File: config.mk
export PLATFORM = sky130hd
export DESIGN_NAME = ballot_tally
export DESIGN_NICKNAME = d
export VERILOG_FILES = /design/src/rtl/ballot_tally.sv
export SDC_FILE = /design/constraint.sdc
export NUM_CORES = 1
export LEC_CHECK = 0
export CORE_MARGIN = 2
export CORE_UTILIZATION = 56
export DETAILED_ROUTE_END_ITERATION = 16
export PLACE_DENSITY = 0.8
export SYNTH_ARGS = -nofsm -noshare
export SYNTH_HDL_FRONTEND = slang
export SYNTH_SLANG_ARGS = --single-unit
File: constraint.sdc
create_clock -name clk -period 3 [get_ports clk]
set_input_delay 0.6 -clock clk [delete_from_list [all_inputs] [get_ports clk]]
set_output_delay 0.6 -clock clk [all_outputs]
set_load 0.05 [all_outputs]
File: src/rtl/ballot_tally.sv
// ballot_tally: sequential plurality voter.
// Collects one-hot ballots over valid/ready, keeps a saturating tally per
// candidate, then scans the tallies one per cycle to pick a one-hot winner.
// Ties resolve to the highest candidate index.
// Optional: define BALLOT_TIE_EN to report whether the winner was tied.
module ballot_tally #(
    parameter int N_CAND   = 3,
    parameter int N_VOTERS = 5,
    parameter int CW       = $clog2(N_VOTERS + 1)
) (
    input  logic              clk,
    input  logic              rst,
    input  logic              start,
    input  logic              vote_valid,
    input  logic [N_CAND-1:0] vote,
    output logic              vote_ready,
    input  logic              close,
    output logic              busy,
    output logic              result_valid,
    output logic [N_CAND-1:0] result,
    output logic              tie,
    output logic [CW-1:0]     rejected
);

    localparam int IW = (N_CAND > 1) ? $clog2(N_CAND) : 1;

    typedef enum logic [1:0] {S_IDLE, S_COLLECT, S_SEARCH, S_DONE} state_t;

    state_t                       state_q;
    logic [N_CAND-1:0][CW-1:0]    tally_q;
    logic [CW-1:0]                rej_q;
    logic [CW-1:0]                cnt_q;
    logic [IW-1:0]                idx_q;
    logic [CW-1:0]                best_q;
    logic [IW-1:0]                best_idx_q;
    logic [N_CAND-1:0]            result_q;

    logic [CW-1:0]                cand_d;
    logic                         take_d;
    logic [IW-1:0]                win_idx_d;
    logic                         last_d;

    // Status outputs decode straight from the state register.
    assign vote_ready   = (state_q == S_COLLECT);
    assign busy         = (state_q == S_COLLECT) || (state_q == S_SEARCH);
    assign result_valid = (state_q == S_DONE);
    assign result       = result_q;
    assign rejected     = rej_q;

    // One search step: candidate idx_q displaces the best on >= (highest index wins ties).
    always_comb begin
        cand_d    = tally_q[idx_q];
        take_d    = (cand_d >= best_q);
        win_idx_d = take_d ? idx_q : best_idx_q;
        last_d    = (idx_q == IW'(N_CAND - 1));
    end

`ifdef BALLOT_TIE_EN
    logic tie_run_q;
    logic tie_q;
    assign tie = tie_q;

    // Tie tracking: a strictly greater candidate clears it, an equal one sets it.
    always_ff @(posedge clk) begin
        if (rst) begin
            tie_run_q <= 1'b0;
            tie_q     <= 1'b0;
        end else begin
            case (state_q)
                S_COLLECT: tie_run_q <= 1'b0;
                S_SEARCH: begin
                    if (idx_q != '0) begin
                        if (cand_d > best_q)       tie_run_q <= 1'b0;
                        else if (cand_d == best_q) tie_run_q <= 1'b1;
                    end
                    if (last_d) begin
                        if (idx_q == '0)           tie_q <= 1'b0;
                        else if (cand_d > best_q)  tie_q <= 1'b0;
                        else if (cand_d == best_q) tie_q <= 1'b1;
                        else                       tie_q <= tie_run_q;
                    end
                end
                S_DONE: if (start) tie_q <= 1'b0;
                default: ;
            endcase
        end
    end
`else
    assign tie = 1'b0;
`endif

    // Main FSM: collect ballots, scan tallies, hold the result.
    always_ff @(posedge clk) begin
        if (rst) begin
            state_q    <= S_IDLE;
            tally_q    <= '0;
            rej_q      <= '0;
            cnt_q      <= '0;
            idx_q      <= '0;
            best_q     <= '0;
            best_idx_q <= '0;
            result_q   <= '0;
        end else begin
            case (state_q)
                S_IDLE, S_DONE: begin
                    if (start) begin
                        state_q  <= S_COLLECT;
                        tally_q  <= '0;
                        rej_q    <= '0;
                        cnt_q    <= '0;
                        result_q <= '0;
                    end
                end
                S_COLLECT: begin
                    if (vote_valid) begin
                        if ($onehot(vote)) begin
                            for (int i = 0; i < N_CAND; i++)
                                if (vote[i] && (tally_q[i] != '1))
                                    tally_q[i] <= tally_q[i] + 1'b1;
                        end else if (rej_q != '1) begin
                            rej_q <= rej_q + 1'b1;
                        end
                        if (cnt_q != '1) cnt_q <= cnt_q + 1'b1;
                    end
                    if (close || (vote_valid && (cnt_q == CW'(N_VOTERS - 1)))) begin
                        state_q    <= S_SEARCH;
                        idx_q      <= '0;
                        best_q     <= '0;
                        best_idx_q <= '0;
                    end
                end
                S_SEARCH: begin
                    if (take_d) begin
                        best_q     <= cand_d;
                        best_idx_q <= idx_q;
                    end
                    if (last_d) begin
                        state_q  <= S_DONE;
                        result_q <= N_CAND'(1) << win_idx_d;
                    end else begin
                        idx_q <= idx_q + 1'b1;
                    end
                end
                default: state_q <= S_IDLE;
            endcase
        end
    end

endmodule
# After elaboration in Yosys (flattened, before gate mapping)
# Index checks and enable logic that the tools add are counted.
totals:
  ff_bits: 27
  output_inout_bits: 10
op_classes:
  n_mux: 31
  eq_ne: 24
  add_sub_neg: 8
  shift: 1
  order_cmp: 2
  n_reduce_logical: 21
op_table:
  columns: ["cell", "count"]
  rows:
  - ["$mux 3", 13]
  - ["$mux 9", 3]
  - ["$pmux 3 s2", 4]
  - ["$reduce_and 5->1", 4]
  - ["$pmux 9 s2", 1]
  - ["$add 3x1->3 const B", 5]
  - ["$ne 3x3->1 const B", 5]
  - ["$ne 2x1->1 const B", 7]
  - ["$mux 2", 6]
  - ["$ne 2x2->1 const B", 6]
  - ["$reduce_and 3->1", 4]
  - ["$pmux 2 s2", 2]
  - ["$bmux 3 s2", 1]
  - ["$eq 2x2->1 const B", 3]
  - ["$pmux 2 s3", 1]
  - ["$reduce_bool 2->1", 3]
  - ["$eq 2x1->1 const B", 2]
  - ["$logic_and 1x1->1", 4]
  - ["$reduce_and 4->1", 1]
  - ["$eq 3x3->1 const B", 1]
  - ["$ge 3x3->1", 1]
  - ["$lt 2x3->1 const B", 1]
  - ["$shl 1x2->3 const A", 1]
  - ["$add 1x1->2", 1]
  - ["6 further kinds", 7]

# Logic depth before layout (Yosys ltp)
# Gate-level depths: netlist of the first run.
depth:
  depth_word: 7
  depth_mapped: 8
  depth_no_buf: 7

# Worst setup path after synthesis of the first run
# OpenSTA, ideal clock, no wires.
synth_path:
  kind: "register to register"
  startpoint: "reg idx_q[0]"
  endpoint: "reg result_q[0], in the netlist result[0]"
  path_slack_ns: 0.783
  arrival_ns: 2.101
  period_less_slack_ns: 2.217
  stages_incl_launch_ff: 9
  path_buffers: 1
  cell_sequence: "dfxtp_1 -> clkbuf_1 -> mux2i_1 -> o22ai_1 -> ha_1 -> nand2_1 -> o21ai_2 -> mux2_2 -> a22o_1"
synth_between:
  elab_chain_cells: 7
  elab_cells_between_ends: 10
  classes_between: "order compare: 1; eq/ne: 2; shift: 1; mux: 5; reduce/logical: 1"
synth_lines:
  columns: ["item", "line_no", "text"]
  rows:
  - ["from (decl)", "33", "logic [IW-1:0] idx_q;"]
  - ["from (signal assigned)", "141", "idx_q <= idx_q + 1'b1;"]
  - ["$bmux 3 s2", "52", "cand_d = tally_q[idx_q];"]
  - ["$mux 3 (not written as such)", "52", null]
  - ["$ge 3x3->1", "53", "take_d = (cand_d >= best_q);"]
  - ["$mux 2", null, null]
  - ["$shl 1x2->3", "139", "result_q <= N_CAND'(1) << win_idx_d;"]
  - ["$mux 3", "137", "if (last_d) begin"]
  - ["$pmux 3 s2", "104", "case (state_q)"]
  - ["to (signal assigned)", "139", null]
  - ["to (decl)", "36", "logic [N_CAND-1:0] result_q;"]
# Parallel ways exist; a longest one is shown, timed or not. The select of a mux whose other input is x is not followed.
# A chain may end at the register's enable or synchronous reset.

# Worst setup path after layout of the first run
layout_path:
  startpoint: "reg state_q[0]"
  endpoint: "out busy"
layout_between:
  elab_chain_cells: 2
  elab_cells_between_ends: 3
  classes_between: "eq/ne: 2; reduce/logical: 1"
layout_lines:
  columns: ["item", "line_no", "text"]
  rows:
  - ["from (decl)", "29", "state_t state_q;"]
  - ["from (signal assigned)", "95", "state_q <= S_IDLE;"]
  - ["from (signal assigned)", "107", "state_q <= S_COLLECT;"]
  - ["from (signal assigned)", "126", "state_q <= S_SEARCH;"]
  - ["$eq 2x1->1 or $eq 2x2->1 (tied branches)", "45", "assign busy = (state_q == S_COLLECT) || (state_q == S_SEARCH);"]
  - ["$logic_or 1x1->1 (*)", "45", null]
  - ["to (decl)", "18", "output logic busy,"]
# Mark *: on every way between the ends. The rest lies on a longest branch, timed or not.

==> metrics.yaml, run 1 <==
dieArea_um2: 3430
grt_use_total_pct: 22.9
postRouteAntennaNets: 0
hold_viol: 0
fmax_mhz: 367
viasPerCell: 6.04
rows: 19
ioPinCount: 18
start_util_pct: 59.5
cellPowerDensity_nw_per_um2: 695
slew_headroom_pct: 64.8
yosysTopAreaCell: "dfxtp_1"
cp_max_fo: 5
antenna_found_initial: 0
finalSetupViolCount: 0
hold_path.class: "flip-flop to flip-flop"
fillers: 230
synth_nets: 215
synth_edf_count: 0
grt_pass1_vias: 1407
htreeDepth: 1
grt_max_degree: 25
dr.first_iter.drc_count: 88
grt_first_pass_wirelength_mm: 6.11
clk_latency_ns: 0.34
yosysUniqueCellTypes: 43
rsz0062_at_grt: "false"
syn_inst: 187
hold_buffers: 0
violations: "design-rule violations"
crit_buf_inv: 3
slew_violations: 0
nNetsFinal: 231
wirelength_mm: 3.53
syn_to_final_growth_pct: 11.9
slowest_stage: "clkdlybuf4s50_1"
final_util_pct: 66.6
critPathCaptureType: "output pin"
required_ns: 2.40
root_buffer: "clkbuf_4"
period_share_pct: 90.7
multi_input_area_um2: 1030
worst_slew_pin_slew_ns: 0.518
synthMostInstantiatedCell: "dfxtp_1"
ys.flop_type: "dfxtp_1"
seqCellArea_um2: 541
vias: 1408
routabilityCongestion: 0.843
first_pass_iters: 10
yosys.area.top_type_share_pct: 32.4
yosysWarnings: 0
p_leak_nw: 0.745
clock_sinks: 27
fin_skew_ns: 0.0118
cts.reportedPaths.clkPinSlew_ns: 0.15
worstPathCellList: "inv_1, ha_1, inv_1, clkdlybuf4s50_1"
synth_area_leaders: "dfxtp_1 32%, ha_1 14%, nand2b_1 6.0%"
hpwl_mm: 2.69
syn_avg_cell_area_um2: 8.93
setup_tns_ns: 0
cts_max_path_buffers: 2
crit_type: "flip-flop to output pin"
cts_resized: 0
drv_cap: 0
wl_per_cell_um: 15.1
power_mw: 1.30
drive_gt1_share_pct: 7.43
num_antenna_cells: 0
cts_buffers: 3
crit_path_start_kind: "flip-flop"
drc: 2
ys_seq_area_share_pct: 32.4
crit_top_cell: "inv_1"
fp.dieH_um: 58.6
place.port_buffers: 16
cts_tree: "built"
power.ir.vdd_worst_mv: 0.420
crit_family: "buffers and inverters"
grt-ovfl-total: 0
worstPathArrival_ns: 2.12
core_um2: 2810
finalCriticalPeriod_ns: 2.72
cts_setup_buffers: 0
ys_top_cells_by_count: "27 x dfxtp_1, 19 x ha_1, 16 x nand2b_1, 15 x a21oi_1, 15 x inv_1"
dieWidth_um: 58.6
synth_seq_cells: 27
netlist_area_um2: 1670
status: "finished with violations"
async_reset_ff_share_pct: 0
cp_slowest_stage_delay_ns: 0.81
[worst reg2reg max path: stages, from the launching register on]
cell	delay (ns)
dfxtp_1	0.59
mux2i_1	0.29
o22ai_1	0.14
ha_1	0.30
nand2_1	0.06
o21ai_2	0.33
mux2_2	0.38
a22o_1	0.18
[flip-flops by register name, indices dropped and copies added (netlist names)]
name	count
tally_q	9
rejected	3
cnt_q	3
idx_q	2
best_q	3
state_q	2
best_idx_q	2
result	3
[final timing paths]
kind              depth (start not counted)         to       start  slack (ns)
setup / recovery                          4       busy  state_q[0]        0.28
setup reg to reg                          7  result[0]    idx_q[0]        0.64
hold reg to reg                           1  result[1]   result[1]        0.50
hold / removal                            1  result[1]   result[1]        0.50
[per-layer routing]
metal	vias to the layer above	GRT usage, %	wire length (um)
li1	702	-	-
met5	-	0	0
met1	673	28.6	1600
met2	27	39.3	1760
met3	6	3.08	96
met4	0	10.1	66
[layout make-up]
cell class | count | share of cell area [%]
multi-input combinational | 138 | 55.1
sequential | 27 | 28.9
timing repair buffer | 18 | 9.38
inverter | 15 | 3.01
tap | 31 | 2.08
clock buffer | 3 | 1.21
clock inverter | 1 | 0.268
[cell families after synthesis]
family | after synthesis | share of synthesized area (%)
and+or+nand+nor | 54 | 17.5
AOI/OAI and AO/OA | 51 | 21.0
DFF | 27 | 32.4
buffers and inverters | 22 | 5.92
adders and majority gates | 20 | 15.4
muxes | 12 | 7.57
other | 1 | 0.225
[cells in the final DEF, fill, tap and decap left out, types with 3 or more instances in the layout]
| cell | count |
|---|---|
| clkdlybuf4s50_1 | 16 |
| o31ai_1 | 3 |
| nand4_1 | 4 |
| mux2i_1 | 9 |
| a22o_1 | 3 |
| o22ai_1 | 4 |
| nor2b_1 | 3 |
| ha_1 | 19 |
| nor2_1 | 10 |
| inv_1 | 15 |
| o21ai_0 | 8 |
| clkbuf_4 | 3 |
| nand2b_1 | 16 |
| dfxtp_1 | 27 |
| nand3_1 | 6 |
| a21oi_1 | 15 |
| nand2_1 | 8 |
[where the power goes]
part           total (mW)  internal [mW]  switching [mW]
sequential          0.448          0.396          0.0520
combinational       0.683          0.263           0.420
clock               0.168         0.0501           0.118
total                1.30          0.709           0.590
[stage by stage]
stage	cell area, um^2	hold WS (ns)	setup WS [ns]	instances
after detailed placement	1840	0.462	0.250	229
after global routing	1870	0.513	0.181	233
after floorplan	1670	0.450	0.783	187
after CTS	1870	0.499	0.258	233
after global placement	1840	0.461	0.298	229
final	1870	0.496	0.278	233
(Power assumes the default switching activity.)
==> run 2, diff against run 1 <==
--- a/config.mk
+++ b/config.mk
@@ -5,6 +5,7 @@
 export SDC_FILE = /design/constraint.sdc
 export NUM_CORES = 1
 export LEC_CHECK = 0
+export CAP_MARGIN = 10
 export CORE_MARGIN = 2
 export CORE_UTILIZATION = 56
 export DETAILED_ROUTE_END_ITERATION = 16
==> results of run 2 <==
The final DEF is identical to that of run 1; final timing and power are the same.
==> run 3, diff against run 2 <==
--- a/config.mk
+++ b/config.mk
@@ -7,9 +7,9 @@
 export LEC_CHECK = 0
 export CAP_MARGIN = 10
 export CORE_MARGIN = 2
-export CORE_UTILIZATION = 56
+export CORE_UTILIZATION = 55
 export DETAILED_ROUTE_END_ITERATION = 16
-export PLACE_DENSITY = 0.8
+export PLACE_DENSITY = 0.79
 export SYNTH_ARGS = -nofsm -noshare
 export SYNTH_HDL_FRONTEND = slang
 export SYNTH_SLANG_ARGS = --single-unit
==> metrics.yaml, run 3 (same netlist as run 1, synthesis figures left out) <==
clock_sinks: 27  # unchanged
cp_slowest_stage_delay_ns: 0.80  # was 0.81 ns
drv_cap: 0  # unchanged
setup_tns_ns: 0  # unchanged
nNetsFinal: 231  # unchanged
dr.first_iter.drc_count: 51  # was 88
cellPowerDensity_nw_per_um2: 690  # was 695 nW/um^2
final_cell_mix: "27 x dfxtp_1, 19 x ha_1, 16 x nand2b_1, 16 x clkdlybuf4s50_1"  # unchanged
cts_tree: "built"  # unchanged
hold_path.class: "flip-flop to flip-flop"  # unchanged
worstPathArrival_ns: 2.09  # was 2.12 ns
start_util_pct: 59.0  # was 59.5%
clk_latency_ns: 0.33  # was 0.34 ns
min_from: "best_q[0]"  # was result[1]
syn_to_final_growth_pct: 12.1  # was 11.9%
finalCriticalPeriod_ns: 2.69  # was 2.72 ns
rsz0062_at_grt: "false"  # unchanged
wirelength_mm: 3.31  # was 3.53 mm
slew_headroom_pct: 64.3  # was 64.8%
cts_max_path_buffers: 2  # unchanged
worstReg2RegStart: "idx_q[0]"  # unchanged
cts_setup_buffers: 0  # unchanged
grt_pass1_vias: 1352  # was 1407
cts.reportedPaths.clkPinSlew_ns: 0.16  # was 0.15 ns
root_buffer: "clkbuf_4"  # unchanged
critPathCaptureType: "output pin"  # unchanged
p_leak_nw: 0.741  # was 0.745 nW
hold_viol: 0  # unchanged
core_um2: 2830  # was 2810 um^2
required_ns: 2.40  # about the same
rows: 19  # unchanged
routabilityCongestion: 0.752  # was 0.843
final_util_pct: 66.1  # was 66.6%
grt_max_degree: 25  # unchanged
vias: 1382  # was 1408
slowest_stage: "clkdlybuf4s50_1"  # unchanged
fmax_mhz: 372  # was 367 MHz
dp_cells: 229  # unchanged
hpwl_mm: 2.48  # was 2.69 mm
viasPerCell: 5.93  # was 6.04
slew_violations: 0  # unchanged
period_share_pct: 89.7  # was 90.7%
largest_register_ffs: 9  # unchanged
dieArea_um2: 3490  # was 3430 um^2
cp_max_fo: 5  # unchanged
critPathLaunch: "state_q[0]"  # unchanged
fin_skew_ns: 0.00548  # was 0.0118 ns
dieWidth_um: 59.1  # was 58.6 um
hold_buffers: 0  # unchanged
fp.dieH_um: 59.1  # was 58.6 um
crit_type: "flip-flop to output pin"  # unchanged
fin_area_um2: 1870  # about the same
final_common_cell: "dfxtp_1"  # unchanged
htreeDepth: 1  # unchanged
status: "completed"  # was finished with violations
placed_area_um2: 1840  # unchanged
antenna_found_initial: 0  # unchanged
worstPathCellList: "inv_1, ha_1, inv_1, clkdlybuf4s50_1"  # unchanged
regMostFlops: "tally_q"  # unchanged
cts_buffers: 3  # unchanged
finalSetupViolCount: 0  # unchanged
crit_top_cell: "inv_1"  # unchanged
wl_per_cell_um: 14.2  # was 15.1 um
grt_use_total_pct: 21.3  # was 22.9%
worst_slew_pin_slew_ns: 0.525  # was 0.518 ns
num_antenna_cells: 0  # unchanged
finalNonFillerCells: 233  # unchanged
crit_path_start_kind: "flip-flop"  # unchanged
power_mw: 1.29  # was 1.30 mW
postRouteAntennaNets: 0  # unchanged
r2r_setup_slack_ns: 0.65  # was 0.64 ns
power.ir.vdd_worst_mv: 0.355  # was 0.420 mV
grt-ovfl-total: 0  # unchanged
first_pass_iters: 4  # was 10
drc: 0  # was 2
drive_gt1_share_pct: 7.43  # unchanged
place.port_buffers: 16  # unchanged
grt_first_pass_wirelength_mm: 5.75  # was 6.11 mm
ioPinCount: 18  # unchanged
cts_resized: 0  # unchanged
run 3: cell count changes in the layout (fill, tap and decap cells not counted):
cell,previous run,this run
clkinv_2,1,0
clkinvlp_4,0,1
run 3: cell type report:
class,instances,area (um^2)
inverters,15,56.3
clock inverters,1,7.51
clock buffers,3,22.5
multi-input cells,138,1030
repair buffers,18,175
fillers,249,958
flip-flops and latches,27,541
well taps,31,38.8
run 3: through the flow:
stage / setup WS (ns) / hold slack [ns]
final: 0.308 / 0.494
after global routing: 0.177 / 0.515
after CTS: 0.296 / 0.499
after detailed placement: 0.267 / 0.466
after global placement: 0.325 / 0.462
after floorplan: 0.783 / 0.450
run 3: metal layers:
metal	track usage, %	up-vias	share of wire, %
li1	-	700	-
met1	26.0	662	47
met2	37.1	16	49
met3	4.15	4	3.3
met4	7.79	0	1.2
met5	0	-	0
run 3: power by group:
part | internal [mW] | switching, mW
Combinational | 0.261 | 0.412
Clock | 0.0510 | 0.119
Sequential | 0.396 | 0.0519
Total | 0.709 | 0.582
run 3: final timing paths:
path | endpoint | cells past startpoint
setup / recovery | busy | 4
hold / removal | best_q[0] | 2
setup reg to reg | result[0] | 7
hold reg to reg | best_q[0] | 2
run 3: worst max-delay path, delay by kind of cell, from the launching register on:
kind,cells,cell delay (ns)
adder cells (fa/ha/maj),1,0.36
buffers and inverters,3,0.96
flip-flops,1,0.44
